File: config.mk
export PLATFORM = sky130hd
export DESIGN_NAME = pipe_ctrl
export DESIGN_NICKNAME = d
export VERILOG_FILES = /design/src/rtl/pipe_ctrl.sv
export SDC_FILE = /design/constraint.sdc
export NUM_CORES = 1
export LEC_CHECK = 0
export ABC_CLOCK_PERIOD_IN_PS = 1400
export BUFFER_PORTS_ARGS = -buffer_cell sky130_fd_sc_hd__buf_2
export CORE_ASPECT_RATIO = 0.9
export CORE_MARGIN = 2
export CORE_UTILIZATION = 28
export DETAILED_ROUTE_END_ITERATION = 8
export SLEW_MARGIN = 20
export SYNTH_ARGS = -nofsm -noshare
export SYNTH_HDL_FRONTEND = slang
export SYNTH_SLANG_ARGS = --single-unit
File: constraint.sdc
create_clock -name clk_i -period 1.4 [get_ports clk_i]
set_clock_uncertainty 0.1 [all_clocks]
set_input_delay 0.14 -clock clk_i [delete_from_list [all_inputs] [get_ports clk_i]]
set_output_delay 0.14 -clock clk_i [all_outputs]
set_load 0.01 [all_outputs]
File: src/rtl/pipe_ctrl.sv
`timescale 1ns/1ps
// pipe_ctrl: stall vector, jump/trap redirect and data-bus watchdog for the five-stage core.
// Latency: jump 0 cycles, trap >=1 cycle; backpressure: redirects wait out exe/mem stalls.
module pipe_ctrl #(
   parameter int ADDR_WIDTH  = 32,
   parameter int BUS_TIMEOUT = 255
) (
   input  logic                  clk_i,
   input  logic                  rst_n_i,
   input  logic                  stallreq_if_i,
   input  logic                  stallreq_id_i,
   input  logic                  stallreq_exe_i,
   input  logic                  stallreq_mem_i,
   input  logic                  jump_req_i,
   input  logic [ADDR_WIDTH-1:0] jump_addr_i,
   input  logic                  trap_req_i,
   input  logic [ADDR_WIDTH-1:0] trap_addr_i,
   output logic [5:0]            stall_o,
   output logic                  flush_jump_o,
   output logic                  jump_o,
   output logic [ADDR_WIDTH-1:0] jump_addr_o,
   output logic                  trap_ack_o,
   output logic                  timeout_o
);

   typedef enum logic {RUN, TRAP_PEND} state_t;

   localparam bit          WD_EN   = (BUS_TIMEOUT != 0);
   localparam logic [15:0] WD_LAST = WD_EN ? 16'(BUS_TIMEOUT - 1) : 16'd0;

   state_t                state_q;
   logic [ADDR_WIDTH-1:0] trap_addr_q;
   logic [15:0]           wd_cnt;

   logic       busy;
   logic       jump_go;
   logic       trap_go;
   logic       wd_hit;
   logic [5:0] stall_enc;

   assign busy    = stallreq_mem_i | stallreq_exe_i;
   assign jump_go = jump_req_i && (state_q == RUN) && !busy;
   assign trap_go = (state_q == TRAP_PEND) && !busy;
   assign wd_hit  = WD_EN && stallreq_mem_i && (wd_cnt == WD_LAST);

   // Each pattern freezes the requesting stage and bubbles the next register down.
   always_comb begin
      stall_enc = 6'b000000;
      if (stallreq_mem_i)      stall_enc = 6'b011111;
      else if (stallreq_exe_i) stall_enc = 6'b001111;
      else if (stallreq_id_i)  stall_enc = 6'b000111;
      else if (stallreq_if_i)  stall_enc = 6'b000011;
   end

   always_comb begin
      stall_o      = 6'b000000;
      flush_jump_o = 1'b0;
      jump_o       = 1'b0;
      jump_addr_o  = '0;
      trap_ack_o   = 1'b0;
      timeout_o    = 1'b0;
      if (rst_n_i) begin
         timeout_o = wd_hit;
         if (trap_go) begin
            flush_jump_o = 1'b1;
            jump_o       = 1'b1;
            jump_addr_o  = trap_addr_q;
            trap_ack_o   = 1'b1;
         end else if (jump_go) begin
            flush_jump_o = 1'b1;
            jump_o       = 1'b1;
            jump_addr_o  = jump_addr_i;
         end else begin
            stall_o = stall_enc;
         end
      end
   end

   always_ff @(posedge clk_i or negedge rst_n_i) begin
      if (!rst_n_i) begin
         state_q     <= RUN;
         trap_addr_q <= '0;
      end else begin
         case (state_q)
            RUN: begin
               if (trap_req_i) begin
                  trap_addr_q <= trap_addr_i;
                  state_q     <= TRAP_PEND;
               end
            end
            TRAP_PEND: begin
               // Further trap requests are dropped until the pending one is acknowledged.
               if (trap_go) state_q <= RUN;
            end
            default: state_q <= RUN;
         endcase
      end
   end

   always_ff @(posedge clk_i or negedge rst_n_i) begin
      if (!rst_n_i) begin
         wd_cnt <= 16'd0;
      end else if (!WD_EN || !stallreq_mem_i || wd_hit) begin
         wd_cnt <= 16'd0;
      end else begin
         wd_cnt <= wd_cnt + 16'd1;
      end
   end

endmodule

* After elaboration in Yosys (flattened, before gate mapping) *
Cells that the tools add are included.

cells by class
  reductions and logical operators = 8
  bitwise gates (word level) = 2
  order comparisons = 0
  eq/ne operators = 1
  mux-type cells = 20
  shift-type cells = 0
  div/mod/pow operators = 0
  multiply operators = 0
  $add $sub $neg = 1

operators by type and width
  kind                   number
  $mux 32                3
  $mux 6                 5
  $add 16x1->16 const B  1
  $eq 16x8->1 const B    1
  $mux 16                1
  $mux 1                 8
  $logic_and 1x1->1      4
  $mux 3                 1
  $logic_not 1->1        2
  $mux 2                 1
  $pmux 1 s2             1
  $reduce_and 2->1       1
  $logic_or 1x1->1       1
  $not 1->1              1
  $or 1x1->1             1

storage, ports and cells
  memories = 0
  latch bits = 0
  bits of input ports = 72
  RAM bits = 0
  output and inout bits = 42
  flip-flop bits (word level) = 49
  memory bits (read-only) = 0

* Logic depth before layout (Yosys ltp) *
Gate-level depths: netlist (run 1).

  word-level depth = 7
  mapped depth = 7
  depth with buffers taken out = 6

* Least setup slack after synthesis (run 1) *
Ideal clock, no wire load.

  kind = register to register
  start point = register wd_cnt[0]
  end point = register wd_cnt[14]
  cell stages (with the launch flop) = 8
  clock period less this slack = 1529 ps
  buffers on the path = 1
  path slack = -129 ps
  arrival = 1310 ps
  cell sequence = dfrtp_1 > inv_1 > ha_1 > nor4b_1 > nand4_1 > nand2_2 > buf_6 > nor2_1

on the way
  longest elaborated chain between the ends = 4

ends and longest elaborated chain
  what                                                                   line  source
  from (decl)                                                            33    logic [15:0] wd_cnt;
  from (signal assigned)                                                 106   wd_cnt <= wd_cnt + 16'd1;
  parallel branches: the longest is 3 deep, another holds $add 16x1->16  n/a
  $mux 16 *                                                              103   end else if (!WD_EN || !stallreq_mem_i || wd_hit) begin

Every way passes the cells marked *.
A chain may end at the register's enable or synchronous reset.

* Worst setup path after layout (run 1) *
  start point = register state_q
  end point = output jump_addr_o[18]

on the way
  longest elaborated chain between the ends = 6

ends and longest elaborated chain
  what                            line  source
  from (decl)                     31    state_t state_q;
  from (signal assigned)          81    state_q <= RUN;
  from (signal assigned)          88    state_q <= TRAP_PEND;
  from (signal assigned)          93    if (trap_go) state_q <= RUN;
  $not 1->1 (no source line)      n/a
  $logic_and 1x1->1 (2 in a row)  42    assign jump_go = jump_req_i && (state_q == RUN) && !busy;
  $mux 32                         69    end else if (jump_go) begin
  $mux 32 *                       64    if (trap_go) begin
  $mux 32 *                       62    if (rst_n_i) begin
  to (decl)                       21    output logic [ADDR_WIDTH-1:0] jump_addr_o,

Mark *: on every way between the ends. The rest lies on a longest branch, timed or not.

==> results.md, run 1 <==
- Status: complete, but fails checks
- Violated checks: setup timing
- CTS tree: yes
- Mapped Area: 2506 sq um
- Synth warn: 0
- RSZ-0062 raised after global routing: yes
- CTS Sinks: 49
- # fillers: 798
- Final GP Congestion: 0.8111
- # H-tree levels: 2
- Initial antenna violation count: 0
- Non-filler cells, final: 509
- VDD IR max: 0.0004463 V
- Worst path cell trace: nor3b_4 -> buf_12 -> clkbuf_16 -> a22o_1 -> buf_2
- HPWL after DPL: 4507 um
- Die Span X: 103.7 um
- Number of enable flip-flop cells after synthesis: 0
- Slew Limit Fails: 0
- Layout cells sized above 1: 54.62%
- WL final: 8064 um
- Setup TNS Final: -22940 ps
- Unique masters post-synth: 34
- Ant. Diodes: 0
- Setup Viol. Count Final: 87
- Crit share post-route: 129.4%
- Vias in the first global route: 2411
- Cells after Synth: 208
- Buffers and inverters on the worst path: 3
- Dpl cell area: 3369 sq um
- Fin crit period: 1811 ps
- Avg WL per Cell: 15.84 um
- DRT Pass-1 Iters: 4
- Sequential area share after synthesis: 48.93%
- CP endpoint kind: primary output
- Worst Setup Path Type: flop to primary output
- DRT iter0 DRCs: 145
- Post-synthesis net count: 282
- Via density: 4.640
- Fin Hold WS: 91.37 ps
- Crit-path leading delay family: flip-flops
- Static leakage: 2.100 nW
- Area leader, netlist: dfrtp_1
- Async SR Flop Fraction: 100.0%
- Total CTS buffers: 5
- Post-layout util: 49.75%
- CORE AREA: 8648 sq um
- CTS clk-pin slew, worst paths: 90 ps
- Crit-path slowest cell: dfrtp_2
- CP Launch Type: flop
- Crit Path Max Fanout: 8
- Pwr dens: 1003 nW/um^2
- Clock root buffer: clkbuf_8
- Placed cells: 450
- Area contributors post-synth: dfrtp_1, mux2_2, a22o_1
- IO Pins: 114
- Syn Area/Cell: 12.05 sq um
- Design area: 4303 sq um
- Die Height: 93.75 um
- Synth Flop Type: dfrtp_1
- Die ar.: 9724 sq um
- Vias: 2362
- Hold Violations, Final: 0
- Crit-path max cell delay: 470 ps
- Final net count: 463
- Site Rows: 32
- Yosys top cell area share: 48.93%
- Fmax: 0.5521 GHz
- Area growth syn-to-layout: 71.69%
- Tightest Hold Check Type: input pin to flop
- Worst Path Arrival: 1570 ps
- Max clock buf depth: 2
- PortBufs: 112
- Gr ovfl total: 0
- DRC errors left: 0
- Global-route wire length before repair: 11720 um
- Worst skew pair latency: 300 ps
- R2R setup slack: -350 ps
- Antenna Nets Post-Route: 0
- Starting density of the core: 28.98%
- #FFs+latches synth: 49
- CP required: 1160 ps
- Final WS setup: -411.4 ps
- GRT Util Overall: 15.08%
- Max Cap Violations: 0
- Largest net degree at the start of global routing: 33
-- flip-flops by register name (all words and copies together) (netlist names) --
signal	flops
state_q	1
trap_addr_q	32
wd_cnt	16
-- worst reg2reg max path, stage by stage, from the launching register on --
cell and delay (ps):
dfrtp_1 390, inv_1 60, ha_1 150, nor4b_4 180, nand4_1 180, buf_4 180, buf_4 130, nand2_4 100
buf_12 130, nor2_1 40
-- metrics by stage --
step,setup WS [ps],total power [mW]
final,-411.4,4.316
after global routing,-519.9,4.554
after CTS,-369.8,4.280
after detailed placement,-151.1,2.916
after global placement,-102.4,2.878
after floorplan,-71.99,2.536
-- layout by cell type (no fill, tap or decap), drive strengths merged, types with 4 or more instances in the layout --
cell type      n
buf          153
dfrtp         49
dlygate4sd3   33
mux2          32
a22o          32
nor2          21
xnor2          9
clkbuf         9
nand4          7
nand2          6
xor2           5
nor4           4
inv            4
nand3          4
-- cell type report --
class / count / area [sq um] / share of cell area, %
inverters: 3 / 11.26 / 0.2617
multi-input cells: 141 / 1339 / 31.11
flip-flops and latches: 49 / 1227 / 28.53
repair buffers: 189 / 1490 / 34.63
clock buffers: 6 / 72.57 / 1.687
clock inverters: 2 / 13.76 / 0.3199
well taps: 119 / 148.9 / 3.460
-- Yosys cell counts (all sizes together) (3+ instances only) --
| cell | count |
|---|---|
| nand2 | 6 |
| nand3 | 4 |
| mux2 | 32 |
| a22o | 32 |
| buf | 15 |
| inv | 3 |
| xor2 | 5 |
| nor2 | 21 |
| dfrtp | 49 |
| xnor2 | 9 |
| nor4 | 4 |
| nand4 | 7 |
-- cells by family after synthesis --
kind of cell / Yosys count / share of synthesized area [%]
adders and majority gates: 2 / 0.9983
DFF: 49 / 48.93
buffers and inverters: 18 / 4.743
xor gates and xnor gates: 14 / 4.893
AOI/OAI and AO/OA: 36 / 12.53
muxes: 32 / 14.38
other: 1 / 0.1496
and+or+nand+nor: 56 / 13.38
-- final timing paths --
kind / end / startpoint / depth (start not counted)
hold reg to reg: trap_addr_q[25]$_DFFE_PN0P_ / trap_addr_q[25]$_DFFE_PN0P_ / 1
setup / recovery: jump_addr_o[18] / state_q$_DFF_PN0_ / 5
min in group asynchronous: state_q$_DFF_PN0_ / rst_n_i / 3
max in group asynchronous: wd_cnt[9]$_DFF_PN0_ / rst_n_i / 3
setup reg to reg: wd_cnt[10]$_DFF_PN0_ / wd_cnt[0]$_DFF_PN0_ / 9
hold / removal: state_q$_DFF_PN0_ / stallreq_exe_i / 3
-- power breakdown --
part | switching (mW) | internal, mW
Sequential | 0.229 | 1.77
Combinational | 0.487 | 0.985
Clock | 0.485 | 0.357
Total | 1.20 | 3.11
-- what timing repair did --
action / CTS / global route
hold buffers: 33 / 0
pin swaps: 5 / 6
setup buffers: 8 / 5
endpoints found under the hold margin: 81 / 0
resized for setup: 50 / 15
setup endpoints to repair: 86 / 88
cloned: 4 / 5
-- metal layers --
layer	GRT usage, %	share of wire (%)
met5	0	0
met4	2.928	0.38
met3	3.259	6.5
met2	25.61	48
met1	20.07	45
Note: power is estimated with default switching activity, not from simulation.
==> inputs of run 2 (changes only) <==
--- a/config.mk
+++ b/config.mk
@@ -5,7 +5,7 @@
 export SDC_FILE = /design/constraint.sdc
 export NUM_CORES = 1
 export LEC_CHECK = 0
-export ABC_CLOCK_PERIOD_IN_PS = 1400
+export ABC_AREA = 1
 export BUFFER_PORTS_ARGS = -buffer_cell sky130_fd_sc_hd__buf_2
 export CORE_ASPECT_RATIO = 0.9
 export CORE_MARGIN = 2
==> run 2 against run 1 <==
  * The run still ends with setup timing left
  * Fmax is 3.8% higher
  * Routed wire length up 23%
  * Final cell count rose by 27%
  * Hold slack better by 74 ps
  * Non-clock buffer count increased by 8
  * Count of clock-buffer cells in the layout shrank 1
  * Setup slack improved by 66 ps
  * Area after synthesis up 8.6%
  * Total power up 2.7%
  * Core utilization increased by 1.0 points
  * Sequential power about the same
  * Flip-flop and latch count stayed put
==> results.md, run 2 <==
- Status: complete, but fails checks
- Violated checks: setup timing
- Mux cell area share after synthesis: 13.24% (-1.1 points)
- Least-Margin Pin Slew: 930.7 ps
- Fmax: 0.5729 GHz (+3.8%)
- Global-route wire length before repair: 13120 um (+12%)
- CTS tree: yes
- Area growth syn-to-layout: 78.58%
- Largest net degree at the start of global routing: 31 (-6.1%)
- GRT Util Overall: 15.63% (+0.55 points)
- Site Rows: 34 (+6.3%)
- Static leakage: 2.350 nW (+12%)
- Post-synthesis compound-gate area fraction: 7.767% (-4.8 points)
- Via density: 4.701 (+1.3%)
- Fin crit period: 1746 ps (-65.80 ps)
- Async SR Flop Fraction: 100.0% (unchanged)
- Hold Violations, Final: 0 (unchanged)
- Gr ovfl total: 0 (unchanged)
- Unique masters post-synth: 26 (-24%)
- Number of enable flip-flop cells after synthesis: 0 (unchanged)
- Syn Area/Cell: 8.225 sq um (-32%)
- Buffers and inverters on the worst path: 2 (-1)
- CTS clk-pin slew, worst paths: 100 ps (about the same)
- Path depth of the worst reg2reg path: 9 (unchanged)
- Crit share post-route: 124.7% (-4.7 points)
- Crit Path Max Fanout: 2 (-6)
- DRT Pass-1 Iters: 4 (unchanged)
- DRT iter0 DRCs: 253 (+74%)
- Yosys top cell area share: 45.04% (-3.9 points)
- Power Total: 4.431 mW (+2.7%)
- CP required: 1160 ps (about the same)
- Final net count: 592 (+28%)
- CP startpoint: wd_cnt[0]$_DFF_PN0_
- Max FFs per register: 32 (unchanged)
- Reg2reg start: wd_cnt[0]$_DFF_PN0_
- Most frequent cells in the layout: buf_2, nand2_1, dfrtp_1
- CTS Sinks: 49 (unchanged)
- CP endpoint kind: primary output
- Area contributors post-synth: dfrtp_1, mux2_2, nand2_1
- Tightest Hold Check Type: input pin to flop
- Ant. Diodes: 0 (unchanged)
- Avg WL per Cell: 15.44 um (-2.6%)
- Layout cells sized above 1: 50.10% (-4.5 points)
- Dpl cell area: 3612 sq um (+7.2%)
- Slew Limit Fails: 0 (unchanged)
- Setup TNS Final: -15550 ps (+7391 ps)
- Synth top cells by count: nand2_1, dfrtp_1, nor2_1
- Worst path cell trace: inv_2 -> ha_4 -> nand3_4 -> nor2_4 -> nand4_1 -> nor2_1 -> buf_2
- CORE AREA: 9572 sq um (+11%)
- Cells after Synth: 331 (+59%)
- Die Span X: 107.9 um (+4.1%)
- Worst Setup Path Type: flop to primary output
- Mapped Area: 2723 sq um (+8.6%)
- Total CTS buffers: 5 (unchanged)
- PortBufs: 112 (unchanged)
- Post-synthesis net count: 405 (+44%)
- Top-count cell post-synth: nand2_1
- Highest routed metal layer: met4
- Die ar.: 10530 sq um (+8.3%)
- Worst Path Arrival: 1510 ps (-60 ps)
- Vias: 3032 (+28%)
- Starting density of the core: 28.44% (-0.53 points)
- Non-filler cells, final: 645 (+27%)
- HPWL after DPL: 5586 um (+24%)
- CP Launch Type: flop
- RSZ-0062 raised after global routing: yes
- Relative max-transition margin: 37.96%
- Vias in the first global route: 2815 (+17%)
- Setup Viol. Count Final: 87 (unchanged)
- DRC errors left: 0 (unchanged)
- Antenna Nets Post-Route: 0 (unchanged)
- Synth Flop Type: dfrtp_1
- Clock root buffer: clkbuf_8
- Met3 wire len: 538 um (+2.5%)
- Top reg by flops: trap_addr_q
- Post-Synth Adder-Cell Area: 0.9191% (-0.079 points)
- Crit-path leading delay family: flip-flops
- Final GP Congestion: 0.8742 (+7.8%)
- Critical path depth: 7 (+2)
- R2R setup slack: -200 ps (+150 ps)
- Design area: 4862 sq um (+13%)
- Worst r2r dst: wd_cnt[5]$_DFF_PN0_
- Pwr dens: 911.3 nW/um^2 (-9.2%)
- WL final: 9958 um (+23%)
- Initial antenna violation count: 0 (unchanged)
- Routed metal-1 wire length: 4227 um (+16%)
- Final WS setup: -345.6 ps (+65.80 ps)
- Largest family of logic cells by synthesized area: simple AND/OR/NAND/NOR gates
- Max clock buf depth: 2 (unchanged)
- Top flop regs: trap_addr_q: 32 flops, wd_cnt: 16 flops, state_q: 1 flops
- VDD IR max: 0.0004716 V (+5.7%)
- Routed met2 length: 5118 um (+32%)
- Commonest non-fill, non-tap cell in the layout: buf_2
- Crit-path slowest cell: dfrtp_1
- Area leader, netlist: dfrtp_1
- IO Pins: 114 (unchanged)
- CP Capture Point: timeout_o
- Post-synthesis simple-gate area fraction: 25.32% (+12 points)
- Crit-path max cell delay: 410 ps (-60 ps)
- Worst skew pair latency: 310 ps (about the same)
- Sequential area share after synthesis: 45.04% (-3.9 points)
- Fin Hold WS: 165.1 ps (+73.78 ps)
- Placed cells: 580 (+29%)
- # H-tree levels: 2 (unchanged)
- Xor/xnor cell area share of the yosys netlist: 0.9651% (-3.9 points)
- Die Height: 97.55 um (+4.1%)
- #FFs+latches synth: 49 (unchanged)
- Max Cap Violations: 0 (unchanged)
- Synth warn: 0 (unchanged)
==> run 2: cell families (layout without fill, tap and decap cells) <==
| logic type | Yosys count | count (layout) |
|---|---|---|
| buffers and inverters | 37 | 225 |
| XOR/XNOR | 3 | 3 |
| multiplexers | 32 | 32 |
| AND/OR/NAND/NOR | 166 | 166 |
| flip-flops | 49 | 49 |
| adder cells (fa/ha/maj) | 2 | 2 |
| other | 1 | 1 |
| AO/OA/AOI/OAI | 41 | 41 |
==> run 2: what timing repair did <==
item | in CTS | in global routing
hold buffers | 36 | 0
gates resized for setup | 29 | 117
pin swaps | 7 | 26
endpoints found under the hold margin | 74 | 0
setup buffers | 6 | 10
cloned | 2 | 6
endpoints found under the setup margin | 54 | 105
==> run 2: per-layer routing <==
metal | up-vias | GRT usage [%]
met5 | - | 0
met4 | 0 | 3.846
met3 | 8 | 3.488
met2 | 107 | 27.91
met1 | 1466 | 18.87
li1 | 1451 | -
==> run 2: area by class of cell <==
type / count / area [sq um]
fill: 853 / 4710
multi-input combinational: 245 / 1754
timing repair buffer: 197 / 1543
sequential: 49 / 1230
tap: 126 / 157.7
inverter: 20 / 82.58
clock buffer: 5 / 68.82
clock inverter: 3 / 26.28
==> run 2: stage by stage <==
| stage | util (%) | worst slack (ps) |
|---|---|---|
| after floorplan | - | 44.43 |
| after global placement | 37.74 | -60.04 |
| after detailed placement | 37.74 | -59.52 |
| after CTS | 44.65 | -316.3 |
| after global routing | 50.80 | -425.9 |
| final | 50.80 | -345.6 |
==> run 2: power breakdown <==
part           leakage, nW  switching, mW  total [mW]  internal (mW)
clock               0.0423          0.527       0.891          0.364
sequential           0.601          0.210        1.98           1.77
combinational         1.71          0.591        1.56          0.968
==> run 2: worst min-delay path by stage <==
stage | start | to | cells after the start
after global placement | rst_n_i | state_q$_DFF_PN0_ | 2
after floorplan | rst_n_i | state_q$_DFF_PN0_ | 0
after CTS | trap_req_i | state_q$_DFF_PN0_ | 4
final | stallreq_mem_i | wd_cnt[2]$_DFF_PN0_ | 4
after detailed placement | rst_n_i | state_q$_DFF_PN0_ | 2
after global routing | stallreq_mem_i | wd_cnt[2]$_DFF_PN0_ | 4
==> run 2: tightest hold or removal path: stages <==
cell	delay (ps)
buf_2	140
buf_4	160
nand3_2	60
nor2_1	40
==> inputs of run 3 (changes only) <==
--- a/config.mk
+++ b/config.mk
@@ -9,9 +9,11 @@
 export BUFFER_PORTS_ARGS = -buffer_cell sky130_fd_sc_hd__buf_2
 export CORE_ASPECT_RATIO = 0.9
 export CORE_MARGIN = 2
-export CORE_UTILIZATION = 28
+export CORE_UTILIZATION = 43
 export DETAILED_ROUTE_END_ITERATION = 8
+export PLACE_DENSITY = 0.76
 export SLEW_MARGIN = 20
 export SYNTH_ARGS = -nofsm -noshare
 export SYNTH_HDL_FRONTEND = slang
 export SYNTH_SLANG_ARGS = --single-unit
+export TNS_END_PERCENT = 20
==> run 3 against run 2 <==
  * Setup slack gained 67 ps
  * Design area fell by 14%
  * Sequential share of layout area is 4.1 points higher
  * The flow still finishes with violations (setup timing)
  * First-iteration DRC count down 45%
==> results.md, run 3 (synthesis gave the netlist of run 2 again) <==
- CTS Sinks: 49 (unchanged)
- Hold Violations, Final: 0 (unchanged)
- PortBufs: 112 (unchanged)
- Fin Hold WS: 69.31 ps (-95.83 ps)
- Final net count: 572 (-3.4%)
- Tightest Hold Check Type: input pin to flop
- R2R setup slack: -210 ps (about the same)
- Die Height: 79.49 um (-19%)
- Setup Viol. Count Final: 65 (-25%)
- CP Launch Type: flop
- Fmax: 0.5956 GHz (+4.0%)
- Placed cells: 531 (-8.4%)
- Worst Path Arrival: 1440 ps (-70 ps)
- Final GP Congestion: 0.9361 (+7.1%)
- Commonest non-fill, non-tap cell in the layout: buf_2
- Antenna Nets Post-Route: 0 (unchanged)
- Die Span X: 87.88 um (-19%)
- Avg WL per Cell: 14.41 um (-6.7%)
- CTS clk-pin slew, worst paths: 80 ps (-20 ps)
- Top flop regs: trap_addr_q: 32 flops, wd_cnt: 16 flops, state_q: 1 flops
- Vias: 2936 (-3.2%)
- Area growth syn-to-layout: 53.35%
- DRT iter0 DRCs: 140 (-45%)
- Design area: 4175 sq um (-14%)
- Power Total: 3.889 mW (-12%)
- IO Pins: 114 (unchanged)
- VDD IR max: 0.0008820 V (+87%)
- Setup TNS Final: -11170 ps (+4379 ps)
- CP Capture Point: jump_addr_o[2]
- Status: complete, but fails checks
- Static leakage: 2.041 nW (-13%)
- Area of the multi-input gates: 1440 sq um (-18%)
- Pwr dens: 931.4 nW/um^2 (+2.2%)
- Layout cells sized above 1: 42.48% (-7.6 points)
- Crit Path Max Fanout: 17 (+15)
- Violated checks: setup timing
- DRT Pass-1 Iters: 5 (+1)
- Final WS setup: -278.8 ps (+66.78 ps)
- CTS tree: yes
- Worst r2r dst: wd_cnt[14]$_DFF_PN0_
- Ant. Diodes: 0 (unchanged)
- Vias in the first global route: 2808 (-0.25%)
- Crit share post-route: 119.9% (-4.8 points)
- Max FFs per register: 32 (unchanged)
- CP endpoint kind: primary output
- Site Rows: 27 (-21%)
- # fillers: 443 (-48%)
- HPWL after DPL: 5263 um (-5.8%)
- Least-Margin Pin Slew: 830.8 ps (-99.92 ps)
- CORE AREA: 6115 sq um (-36%)
- Largest net degree at the start of global routing: 34 (+9.7%)
- Max clock buf depth: 2 (unchanged)
- # H-tree levels: 2 (unchanged)
- Worst Setup Path Type: flop to primary output
- Starting density of the core: 44.53% (+16 points)
- CP required: 1160 ps (about the same)
- Gr ovfl total: 0 (unchanged)
- Pre-CTS setup slack: -150.9 ps (-91.40 ps)
- Relative max-transition margin: 44.62% (+6.7 points)
- Path depth of the worst reg2reg path: 7 (-2)
- Die ar.: 6985 sq um (-34%)
- CP startpoint: state_q$_DFF_PN0_
- Dpl cell area: 3476 sq um (-3.8%)
- Sequential cell area: 1227 sq um (-0.20%)
- DRC errors left: 0 (unchanged)
- Post-layout util: 68.28% (+17 points)
- Fin crit period: 1679 ps (-66.78 ps)
- GRT Util Overall: 22.79% (+7.2 points)
- Worst skew pair latency: 310 ps (about the same)
- Global-route wire length before repair: 12430 um (-5.3%)
- Reg2reg start: wd_cnt[0]$_DFF_PN0_
- Clock root buffer: clkbuf_8
- Most frequent cells in the layout: buf_2, nand2_1, dfrtp_1
- RSZ-0062 raised after global routing: yes
- Max Cap Violations: 0 (unchanged)
- WL final: 8444 um (-15%)
- Via density: 5.010 (+6.6%)
- Initial antenna violation count: 0 (unchanged)
- Non-filler cells, final: 586 (-9.1%)
- Top reg by flops: trap_addr_q
- Total CTS buffers: 5 (unchanged)
- Slew Limit Fails: 0 (unchanged)
[run 3: changes by cell type in the layout (fill, tap and decap cells not counted), moves of 5 or more]
cell / before / now
nor2_1: 26 / 36
o21ai_0: 15 / 9
mux2_4: 32 / 0
mux2_2: 0 / 32
o21ai_1: 18 / 23
buf_6: 13 / 3
nor2_4: 13 / 4
[run 3: worst max-delay path, stage by stage, from the launching register on]
cell and delay, ps:
dfrtp_1 410, inv_2 90, nand3_4 100, buf_12 180
o21ai_0 180, buf_2 170
[run 3: timing repair]
action | 4_1_cts | 5_1_grt
hold endpoints to repair | 57 | 0
endpoints found under the setup margin | 54 | 73
resized for setup | 21 | 33
cloned | 0 | 2
hold buffers | 35 | 0
pin swaps | 7 | 3
setup buffers | 4 | 6
[run 3: cell type report]
type                            instances  area share (%)
Clock buffer                            6           1.738
Clock inverter                          2          0.3296
Inverter                               20           1.798
Multi-Input combinational cell        245           34.49
Sequential cell                        49           29.40
Tap cell                               87           2.607
Timing Repair Buffer                  177           29.64
[run 3: how the worst min path moves through the flow]
| stage | start | endpoint | cells past startpoint |
|---|---|---|---|
| global placement | rst_n_i | state_q$_DFF_PN0_ | 2 |
| floorplan | rst_n_i | state_q$_DFF_PN0_ | 0 |
| finish | stallreq_exe_i | state_q$_DFF_PN0_ | 3 |
| detailed placement | rst_n_i | trap_addr_q[31]$_DFFE_PN0P_ | 2 |
| CTS | stallreq_mem_i | wd_cnt[2]$_DFF_PN0_ | 3 |
| global route | stallreq_exe_i | state_q$_DFF_PN0_ | 3 |
[run 3: routing by layer]
metal  vias up  global-route usage (%)  part of all wire, %
met5         -                       0                    0
li1       1406                       -                    -
met3        18                   4.033                  6.1
met2       125                   42.50                   51
met1      1387                   26.16                   41
met4         0                   7.077                  2.2
[run 3: report_power, final]
group / internal (mW) / switching [mW] / total, mW
registers: 1.77 / 0.186 / 1.96
logic: 0.639 / 0.459 / 1.10
clock network: 0.357 / 0.478 / 0.835
